`config.mk`:
```
export PLATFORM = sky130hd
export DESIGN_NAME = cpc_audio_mixer_flat
export DESIGN_NICKNAME = d
export VERILOG_FILES = /design/src/rtl/cpc_audio_mixer_pkg.sv /design/src/rtl/cpc_audio_mixer_if.sv /design/src/rtl/cpc_audio_mixer_sigma_delta.sv /design/src/rtl/cpc_audio_mixer.sv /design/src/flat_wrapper.sv
export SDC_FILE = /design/constraint.sdc
export NUM_CORES = 1
export LEC_CHECK = 0
export BUFFER_PORTS_ARGS = -buffer_cell sky130_fd_sc_hd__buf_4
export CAP_MARGIN = 20
export CORE_ASPECT_RATIO = 0.7
export CORE_UTILIZATION = 36
export DETAILED_ROUTE_END_ITERATION = 16
export PLACE_DENSITY = 0.63
export SKIP_CTS_REPAIR_TIMING = 1
export SLEW_MARGIN = 10
export SYNTH_ARGS = -nofsm -noshare
export SYNTH_HDL_FRONTEND = slang
export SYNTH_SLANG_ARGS = --single-unit
```
`constraint.sdc`:
```
create_clock -name clk -period 7.17 [get_ports clk]
set_input_delay 0.717 -clock clk [delete_from_list [all_inputs] [get_ports clk]]
set_output_delay 0.717 -clock clk [all_outputs]
set_load 0.01 [all_outputs]
```
`src/rtl/cpc_audio_mixer_pkg.sv`:
```
// Shared definitions for the CPC audio mixer: pan bit positions, FSM states,
// config word width and the derived-width helpers.
package cpc_audio_pkg;

   localparam int unsigned PAN_L = 0;
   localparam int unsigned PAN_R = 1;
   localparam int unsigned CFG_W = 6;

   typedef enum logic [1:0] {
      ST_IDLE = 2'd0,
      ST_ACC  = 2'd1,
      ST_DONE = 2'd2
   } mix_state_t;

   // Accumulator width: DW+4 bit products plus headroom for NCH channels + EAR + MIC.
   function automatic int unsigned mix_aw(input int unsigned nch, input int unsigned dw);
      return dw + 4 + $clog2(nch + 2);
   endfunction

   function automatic int unsigned mix_sw(input int unsigned nch);
      return (nch > 2) ? $clog2(nch) : 1;
   endfunction

endpackage

```
`src/rtl/cpc_audio_mixer_if.sv`:
```
// Configuration write bus from the core's I/O decode into the mixer.
interface cpc_audio_mixer_if
   import cpc_audio_pkg::*;
#(
   parameter int unsigned SW = 2
);

   logic             cfg_we;
   logic [SW-1:0]    cfg_sel;
   logic [CFG_W-1:0] cfg_data;

   modport master (output cfg_we, cfg_sel, cfg_data);
   modport slave  (input  cfg_we, cfg_sel, cfg_data);

endinterface

```
`src/rtl/cpc_audio_mixer_sigma_delta.sv`:
```
// First-order sigma-delta 1-bit DAC; the carry out of the accumulator is the bitstream.
module sigma_delta_dac #(
   parameter int unsigned W = 15
) (
   input  logic         clk,
   input  logic         rst_n,
   input  logic [W-1:0] pcm,
   output logic         dout
);

   logic [W:0] s;

   always_ff @(posedge clk or negedge rst_n) begin
      if (!rst_n) begin
         s <= '0;
      end else begin
         s <= {1'b0, s[W-1:0]} + {1'b0, pcm};
      end
   end

   assign dout = s[W];

endmodule

```
`src/rtl/cpc_audio_mixer.sv`:
```
// NCH-channel PSG + EAR/MIC stereo mixer with per-channel gain/pan registers,
// one source accumulated per cycle, and a sigma-delta DAC per side.
module cpc_audio_mixer
   import cpc_audio_pkg::*;
#(
   parameter int unsigned        NCH      = 3,
   parameter int unsigned        DW       = 8,
   parameter int unsigned        EAR_LVL  = 1024,
   parameter int unsigned        MIC_LVL  = 512,
   parameter logic [2*NCH-1:0]   RST_PAN  = (2*NCH)'(6'b10_11_01),
   parameter logic [3:0]         RST_GAIN = 4'd15,
   localparam int unsigned       AW       = mix_aw(NCH, DW),
   localparam int unsigned       SW       = mix_sw(NCH)
) (
   input  logic                  clk,
   input  logic                  rst_n,
   input  logic                  sample_stb,
   input  logic [NCH*DW-1:0]     ch_data,
   input  logic                  ear,
   input  logic                  mic,
   cpc_audio_mixer_if.slave      cfg,
   output logic [AW-1:0]         pcm_left,
   output logic [AW-1:0]         pcm_right,
   output logic                  pcm_valid,
   output logic                  overrun,
   output logic                  audio_out_left,
   output logic                  audio_out_right
);

   localparam int unsigned IW = $clog2(NCH + 2);

   mix_state_t     state, state_nxt;
   logic [IW-1:0]  idx;
   logic           ear_meta, ear_sync;
   logic [SW-1:0]  sel;

   logic [3:0]     gain_q    [NCH];
   logic [1:0]     pan_q     [NCH];
   logic [DW-1:0]  ch_snap   [NCH];
   logic [3:0]     gain_snap [NCH];
   logic [1:0]     pan_snap  [NCH];
   logic           ear_snap, mic_snap;

   logic [AW-1:0]  acc_l, acc_r, add_l, add_r;
   logic [DW+3:0]  term;
   logic           start, done, stb_in_acc;

   assign sel = cfg.cfg_sel;

   always_ff @(posedge clk or negedge rst_n) begin
      if (!rst_n) begin
         ear_meta <= 1'b0;
         ear_sync <= 1'b0;
      end else begin
         ear_meta <= ear;
         ear_sync <= ear_meta;
      end
   end

   // Out-of-range selects simply match no channel and are dropped.
   always_ff @(posedge clk or negedge rst_n) begin
      if (!rst_n) begin
         for (int unsigned i = 0; i < NCH; i++) begin
            gain_q[i] <= RST_GAIN;
            pan_q[i]  <= RST_PAN[2*i +: 2];
         end
      end else if (cfg.cfg_we) begin
         for (int unsigned i = 0; i < NCH; i++) begin
            if (32'(sel) == i) begin
               {pan_q[i], gain_q[i]} <= cfg.cfg_data;
            end
         end
      end
   end

   always_ff @(posedge clk or negedge rst_n) begin
      if (!rst_n) begin
         state <= ST_IDLE;
      end else begin
         state <= state_nxt;
      end
   end

   always_comb begin
      state_nxt  = state;
      start      = 1'b0;
      done       = 1'b0;
      stb_in_acc = 1'b0;
      add_l      = '0;
      add_r      = '0;
      term       = '0;
      case (state)
         ST_IDLE: begin
            if (sample_stb) begin
               start     = 1'b1;
               state_nxt = ST_ACC;
            end
         end
         ST_ACC: begin
            stb_in_acc = sample_stb;
            for (int unsigned i = 0; i < NCH; i++) begin
               if (32'(idx) == i) begin
                  term = (DW+4)'(ch_snap[i]) * (DW+4)'(gain_snap[i]);
                  if (pan_snap[i][PAN_L]) add_l = AW'(term);
                  if (pan_snap[i][PAN_R]) add_r = AW'(term);
               end
            end
            if (32'(idx) == NCH && ear_snap) begin
               add_l = AW'(EAR_LVL);
               add_r = AW'(EAR_LVL);
            end
            if (32'(idx) == NCH + 1) begin
               if (mic_snap) begin
                  add_l = AW'(MIC_LVL);
                  add_r = AW'(MIC_LVL);
               end
               state_nxt = ST_DONE;
            end
         end
         ST_DONE: begin
            done = 1'b1;
            if (sample_stb) begin
               start     = 1'b1;
               state_nxt = ST_ACC;
            end else begin
               state_nxt = ST_IDLE;
            end
         end
         default: state_nxt = ST_IDLE;
      endcase
   end

   always_ff @(posedge clk or negedge rst_n) begin
      if (!rst_n) begin
         for (int unsigned i = 0; i < NCH; i++) begin
            ch_snap[i]   <= '0;
            gain_snap[i] <= '0;
            pan_snap[i]  <= '0;
         end
         ear_snap <= 1'b0;
         mic_snap <= 1'b0;
         acc_l    <= '0;
         acc_r    <= '0;
         idx      <= '0;
      end else if (start) begin
         for (int unsigned i = 0; i < NCH; i++) begin
            ch_snap[i]   <= ch_data[i*DW +: DW];
            gain_snap[i] <= gain_q[i];
            pan_snap[i]  <= pan_q[i];
         end
         ear_snap <= ear_sync;
         mic_snap <= mic;
         acc_l    <= '0;
         acc_r    <= '0;
         idx      <= '0;
      end else if (state == ST_ACC) begin
         acc_l <= acc_l + add_l;
         acc_r <= acc_r + add_r;
         idx   <= idx + IW'(1);
      end
   end

   // DONE publishes the finished sums even when a new sweep clears them on the same edge.
   always_ff @(posedge clk or negedge rst_n) begin
      if (!rst_n) begin
         pcm_left  <= '0;
         pcm_right <= '0;
         pcm_valid <= 1'b0;
         overrun   <= 1'b0;
      end else begin
         pcm_valid <= done;
         if (done) begin
            pcm_left  <= acc_l;
            pcm_right <= acc_r;
         end
         if (stb_in_acc) overrun <= 1'b1;
      end
   end

   sigma_delta_dac #(.W(AW)) u_dac_left (
      .clk   (clk),
      .rst_n (rst_n),
      .pcm   (pcm_left),
      .dout  (audio_out_left)
   );

   sigma_delta_dac #(.W(AW)) u_dac_right (
      .clk   (clk),
      .rst_n (rst_n),
      .pcm   (pcm_right),
      .dout  (audio_out_right)
   );

endmodule
```
`src/flat_wrapper.sv`:
```
// flat-port wrapper written by rule: the top's interface ports become plain ports
module cpc_audio_mixer_flat import cpc_audio_pkg::*;
#(
   parameter int unsigned        NCH      = 3,
   parameter int unsigned        DW       = 8,
   parameter int unsigned        EAR_LVL  = 1024,
   parameter int unsigned        MIC_LVL  = 512,
   parameter logic [2*NCH-1:0]   RST_PAN  = (2*NCH)'(6'b10_11_01),
   parameter logic [3:0]         RST_GAIN = 4'd15,
   localparam int unsigned       AW       = mix_aw(NCH, DW),
   localparam int unsigned       SW       = mix_sw(NCH)
)
  (clk, rst_n, sample_stb, ch_data, ear, mic, pcm_left, pcm_right, pcm_valid, overrun, audio_out_left, audio_out_right, cfg_cfg_we, cfg_cfg_sel, cfg_cfg_data);
  cpc_audio_mixer_if cfg_i ();
  input  logic clk;
  input  logic rst_n;
  input  logic sample_stb;
  input  logic [NCH*DW-1:0] ch_data;
  input  logic ear;
  input  logic mic;
  output logic [AW-1:0] pcm_left;
  output logic [AW-1:0] pcm_right;
  output logic pcm_valid;
  output logic overrun;
  output logic audio_out_left;
  output logic audio_out_right;
  input wire logic [$bits(cfg_i.cfg_we)-1:0] cfg_cfg_we;
  input wire logic [$bits(cfg_i.cfg_sel)-1:0] cfg_cfg_sel;
  input wire logic [$bits(cfg_i.cfg_data)-1:0] cfg_cfg_data;
  assign cfg_i.cfg_we = cfg_cfg_we;
  assign cfg_i.cfg_sel = cfg_cfg_sel;
  assign cfg_i.cfg_data = cfg_cfg_data;
  cpc_audio_mixer #(.NCH(NCH), .DW(DW), .EAR_LVL(EAR_LVL), .MIC_LVL(MIC_LVL), .RST_PAN(RST_PAN), .RST_GAIN(RST_GAIN)) u_core (.clk(clk), .rst_n(rst_n), .sample_stb(sample_stb), .ch_data(ch_data), .ear(ear), .mic(mic), .cfg(cfg_i), .pcm_left(pcm_left), .pcm_right(pcm_right), .pcm_valid(pcm_valid), .overrun(overrun), .audio_out_left(audio_out_left), .audio_out_right(audio_out_right));
endmodule
```
Yosys cells after proc, flatten, opt, wreduce, memory -nomap -nowiden
Cells that the tools add are included.
Cells by class
  add/sub/neg operators: 5
  multipliers: 3
  equal/unequal tests: 10
  multiplexer cells: 34
  reductions and logical operators: 10
Operators with widths (number)
  2-to-1 mux 15 bit: 22
  multiplier 8 x 4 -> 12 bit: 3
  adder 15 x 15 -> 16 bit: 2
  adder 15 bit: 2
  2-to-1 mux 12 bit: 2
  AND reduction 2 bit: 4
  == test 3 x 2 -> 1 bit (second input constant): 2
  2-to-1 mux 3 bit: 2
  case mux 2 bit (3 select lines): 1
  2-to-1 mux 1 bit: 5
  == test 2 x 1 -> 1 bit (second input constant): 2
  == test 2 bit (second input constant): 2
  zero test 2 bit: 2
  2-to-1 mux 2 bit: 2
  adder 3 x 1 -> 3 bit (second input constant): 1
  == test 3 x 1 -> 1 bit (second input constant): 1
  == test 3 bit (second input constant): 1
  zero test 3 bit: 1
  != test 2 x 1 -> 1 bit (second input constant): 1
  != test 2 bit (second input constant): 1
  nonzero test 2 bit: 1
  OR reduction 2 bit: 1
  logical AND 1 bit: 1
Word-level totals
  register bits: 163
  input port bits: 38
  output and inout bits: 34
  word-level logic and storage cells: 91

Depth between registers and ports, before layout
  depth after elaboration: 14
  depth in mapped cells: 21
  depth with buffers taken out: 21

By module
From an unflattened synthesis, not the netlist that was laid out.
Second synthesis, totals
  cell total of the unflattened synthesis: 1239
  area total of the unflattened synthesis: 11636.2 um2
By module, submodules not included
  cpc_audio_mixer: instances 1, cells each 1019, area an instance 9406.5 um2
  sigma_delta_dac: instances 2, cells each 110, area an instance 1114.8 um2

Worst setup path after synthesis
OpenSTA, ideal clock, no wires.
  path type: reg2reg
  start point: register u_core.gain_snap[7] (netlist bit)
  end point: register u_core.acc_l[14]
  library setup time: 0.078 ns
  arrival: 4.433 ns
  data required time: 7.092 ns
  path slack: 2.659 ns
  stages on the path, launching flop included: 20
  path buffers: 0
  cell sequence: dfrtp_1 nand2_1 fa_1 inv_1 fa_1 fa_1 a21o_1 a21oi_1 o21bai_1 a21oi_1 xnor2_1 a221oi_1 nor3_1 ha_1 nand3_1 o21bai_1 o21ai_0 a31oi_1 or3_1 a21oi_1
On the way
  longest elaborated chain between the ends: 12
Ends and longest elaborated chain
  start: declaration: line cpc_audio_mixer.sv:40  | logic [3:0] gain_snap [NCH];
  start signal: indexed assignment: line cpc_audio_mixer.sv:148  | gain_snap[i] <= gain_q[i];
  multiplier 8 x 4 -> 12 bit (*): line cpc_audio_mixer.sv:103  | term = (DW+4)'(ch_snap[i]) * (DW+4)'(gain_snap[i]);
  2-to-1 mux 15 bit (*): line cpc_audio_mixer.sv:104  | if (pan_snap[i][PAN_L]) add_l = AW'(term);
  2-to-1 mux 15 bit (*): line cpc_audio_mixer.sv:102  | if (32'(idx) == i) begin
  2-to-1 mux 15 bit: line cpc_audio_mixer.sv:104
  2-to-1 mux 15 bit (*): line cpc_audio_mixer.sv:102
  2-to-1 mux 15 bit (*): line cpc_audio_mixer.sv:108  | if (32'(idx) == NCH && ear_snap) begin
  2-to-1 mux 15 bit: line cpc_audio_mixer.sv:113  | if (mic_snap) begin
  2-to-1 mux 15 bit (*): line cpc_audio_mixer.sv:112  | if (32'(idx) == NCH + 1) begin
  2-to-1 mux 15 bit (*): line cpc_audio_mixer.sv:92  | case (state)
  adder 15 bit (*): line cpc_audio_mixer.sv:157  | acc_l <= acc_l + add_l;
  2-to-1 mux 15 bit (*): line cpc_audio_mixer.sv:156  | end else if (state == ST_ACC) begin
  2-to-1 mux 15 bit (*): line cpc_audio_mixer.sv:145  | end else if (start) begin
  end signal: assignment: line cpc_audio_mixer.sv:157
  end: declaration: line cpc_audio_mixer.sv:44  | logic [AW-1:0] acc_l, acc_r, add_l, add_r;
Every way passes the cells marked *; elsewhere a longest branch is shown, timed or not. The select of a mux whose other input is x is not followed.
A chain may end at the register's enable or synchronous reset.

Worst setup path after layout
  start point: register u_core.gain_snap[9] (netlist bit)
  end point: register u_core.acc_l[12]
On the way
  longest elaborated chain between the ends: 14
Ends and longest elaborated chain (line)
  multiplier 8 x 4 -> 12 bit (*): cpc_audio_mixer.sv:103
  2-to-1 mux 12 bit (*): cpc_audio_mixer.sv:104
  2-to-1 mux 15 bit (*): cpc_audio_mixer.sv:102
  2-to-1 mux 15 bit: cpc_audio_mixer.sv:104
  2-to-1 mux 15 bit (*): cpc_audio_mixer.sv:102
  2-to-1 mux 15 bit: cpc_audio_mixer.sv:104
  2-to-1 mux 15 bit (*): cpc_audio_mixer.sv:102
  2-to-1 mux 15 bit (*): cpc_audio_mixer.sv:108
  2-to-1 mux 15 bit: cpc_audio_mixer.sv:113
  2-to-1 mux 15 bit (*): cpc_audio_mixer.sv:112
  2-to-1 mux 15 bit (*): cpc_audio_mixer.sv:92
  adder 15 bit (*): cpc_audio_mixer.sv:157
  2-to-1 mux 15 bit (*): cpc_audio_mixer.sv:156
  2-to-1 mux 15 bit (*): cpc_audio_mixer.sv:145
Marked as above.

==> qor.yml <==
outcome: "complete, no violations"
dp_slack_ns: 2.04
synth_fp_nets: 1402
crit_chain: "nand2_1 > fa_1 > inv_1 > fa_1 > inv_1 > fa_1 > nor2b_1 > o21ai_1 > a21oi_1 > nor2_1 > xnor2_1 > a221oi_1 > nor3_1 > ha_1 > a21oi_1 > nor3b_1 > o21ai_0 > a31oi_1 > o211ai_1 > o31ai_1"
drv_slew: 0
yosys_warnings: 0
cp.required_ns: 7.51
routedWlPerCell_um: 16.2
grt_max_degree: 62
cts_inserted_buffers: 17
ant_nets: 0
clock.fmax_mhz: 194
synth_seq_cells: 163
dp_hpwl_um: 20800
synth_most_common_cell: "nand2_1"
via_per_inst: 5.23
synth-edff-count: 0
drv_cap: 0
dp_cells: 1671
grtUsageTotal: 0.181
internal_power_mw: 3.39
crit_family: "adder cells"
clock_latency_ns: 0.45
switching_share: 0.457
skew_ns: 0.00900
min_path_type: "primary input to async pin"
first_global_vias: 8563
die-area_um2: 32200
cts.sinks: 163
p_per_area_nw_per_um2: 483
clkPwrFrac: 0.151
die_h_um: 150
crit_path_start_kind: "flip-flop"
place_congestion: 0.905
fin_ws_ns: 2.01
antenna_found_initial: 0
rsz0062_at_grt: "false"
start_util: 0.371
crit_type: "flip-flop to flip-flop"
path_clk_slew_ns: 0.07
rows: 53
period_share: 0.720
cp-end-kind: "flip-flop"
irDropWorstVdd_mv: 0.210
yosysTopAreaCell: "dfrtp_1"
netlist_area_um2: 11300
synth_area_leaders: "dfrtp_1 32%, ha_1 12%, nand2_1 7.9%"
ys.flop_type: "dfrtp_1"
die_w_um: 214
p_switching_mw: 2.85
total_leakage_power_nw: 6.23
final_cells: 1703
syn_to_final_growth_pct: 13.9
slowest_delay_ns: 0.55
drtPass1Iterations: 5
synth_cell_types: 59
combPwrFrac: 0.574
io_pins: 72
grt_overflow: 0
ys_seq_area_frac: 0.362
synth_top_area_share: 0.325
final.min_clock_period_ns: 5.16
worstMarginPinSlew_ns: 0.942
drt-initial-drc-count: 626
diodes: 0
slew_headroom: 0.371
finalHoldViolations: 0
drive_gt1_frac: 0.143
async_flop_share: 1.00
num-nets-final: 1463
netlist_instances: 1217
portBuffers: 71
wirelength_um: 27600
vias: 8901
drc: 0
synth_common_cells: "237 x nand2_1, 147 x dfrtp_1, 107 x ha_1"
critPathArrivalTime_ns: 5.50
setup_viol_count_final: 0
cts.htree.levels: 4
p_seq_frac: 0.274
core_um2: 30500
cts_tree: "yes"
cp_max_fo: 9
clockBufferDepth: 2
crit_buf_inv: 2
slowest_stage: "fa_1"
synth.avg_cell_area_um2: 9.31
clock-root-buffer: "clkbuf_16"
cpMostUsedCell: "fa_1"
tns_ns: 0
grt_pass1_wl_um: 45900
worst reg2reg max path, stage by stage, from the launching register on:
cell and delay, ns:
dfrtp_1 0.47, nand2_1 0.13, fa_1 0.55, inv_1 0.05
fa_1 0.52, inv_1 0.06, fa_1 0.39, nor2b_1 0.16
o21ai_1 0.10, a21oi_1 0.21, nor2_1 0.08, xnor2_1 0.36
a221oi_1 0.18, nor3_1 0.28, ha_1 0.32, a21oi_1 0.24
nor3b_1 0.22, o21ai_0 0.12, a31oi_1 0.32, o211ai_1 0.14
o31ai_1 0.13
layer usage:
layer  GRT usage  part of all wire  wire length [µm]  up-vias
li1            -                 -                 -     4290
met1       0.281              0.53             14700     4408
met2       0.251              0.41             11200      184
met3      0.0329             0.049              1340       19
met4      0.0525             0.013               347        0
met5           0                 0                 0        -
path summary, 6_finish.rpt:
kind | from | endpoint | slack [ns] | cells after the start
worst max-delay path | u_core.gain_snap[9] | u_core.acc_l[12] | 2.01 | 20
worst min-delay path | rst_n | u_core.u_dac_right.s[15] | 0.23 | 1
worst max register to register | u_core.gain_snap[9] | u_core.acc_l[12] | 2.01 | 20
worst min register to register | u_core.ear_meta | u_core.ear_sync | 0.36 | 0
max in group asynchronous | rst_n | u_core.gain_snap[2] | 5.08 | 3
min in group clk | u_core.ear_meta | u_core.ear_sync | 0.36 | 0
final cells by class:
class,instances,area [µm²]
fillers,2993,17600
multi-input cells,929,6770
clock buffers,19,443
repair buffers,79,597
inverters,88,330
flip-flops and latches,163,4100
clock inverters,13,149
well taps,412,515
sequential cells by signal, indices dropped and copies added, names as in the netlist, 12 cells and up:
register	flops
u_core.acc_l	15
u_core.acc_r	15
u_core.ch_snap	24
u_core.gain_q	12
u_core.gain_snap	12
u_core.pcm_left	15
u_core.pcm_right	15
u_core.u_dac_left.s	16
u_core.u_dac_right.s	16
metrics by stage:
step,hold slack (ns),power (mW),util,instance area (µm²)
2_1_floorplan,0.331,4.27,-,11300
3_3_place_gp,0.335,5.20,0.403,12300
3_5_place_dp,0.337,5.28,0.403,12300
4_1_cts,0.247,6.28,0.423,12900
5_1_grt,0.268,6.82,0.423,12900
6_report,0.232,6.24,0.423,12900
cell families after synthesis:
group                    share of synthesized area
flip-flops                                   0.362
multiplexers                                0.0504
AND/OR/NAND/NOR                              0.178
buffers and inverters                       0.0416
AO/OA/AOI/OAI                                0.133
XOR/XNOR                                    0.0464
adder cells (fa/ha/maj)                      0.189
power groups by stage:
stage	Sequential, mW	Combinational, mW	Clock (mW)
2_1_floorplan	1.59	2.68	0
3_3_place_gp	1.72	3.48	0
3_5_place_dp	1.73	3.56	0
4_1_cts	1.71	3.59	0.971
5_1_grt	1.77	4.05	1.00
6_report	1.71	3.58	0.944
layout by cell type (no fill, tap or decap), drive strengths merged, types with 8 or more instances in the layout:
cell type	instances
dfstp	16
nand2b	8
buf	79
a221oi	17
o21bai	8
xnor2	41
o21a	9
o31ai	8
clkbuf	19
nor2	63
fa	40
ha	107
a211oi	15
nand2	237
nor3	25
dfrtp	147
o21ai	52
a21o	12
and2	63
nand3	20
mux2	48
a21oi	47
nor2b	16
inv	95
xor2	19
Power figures use the tool's default switching activity.
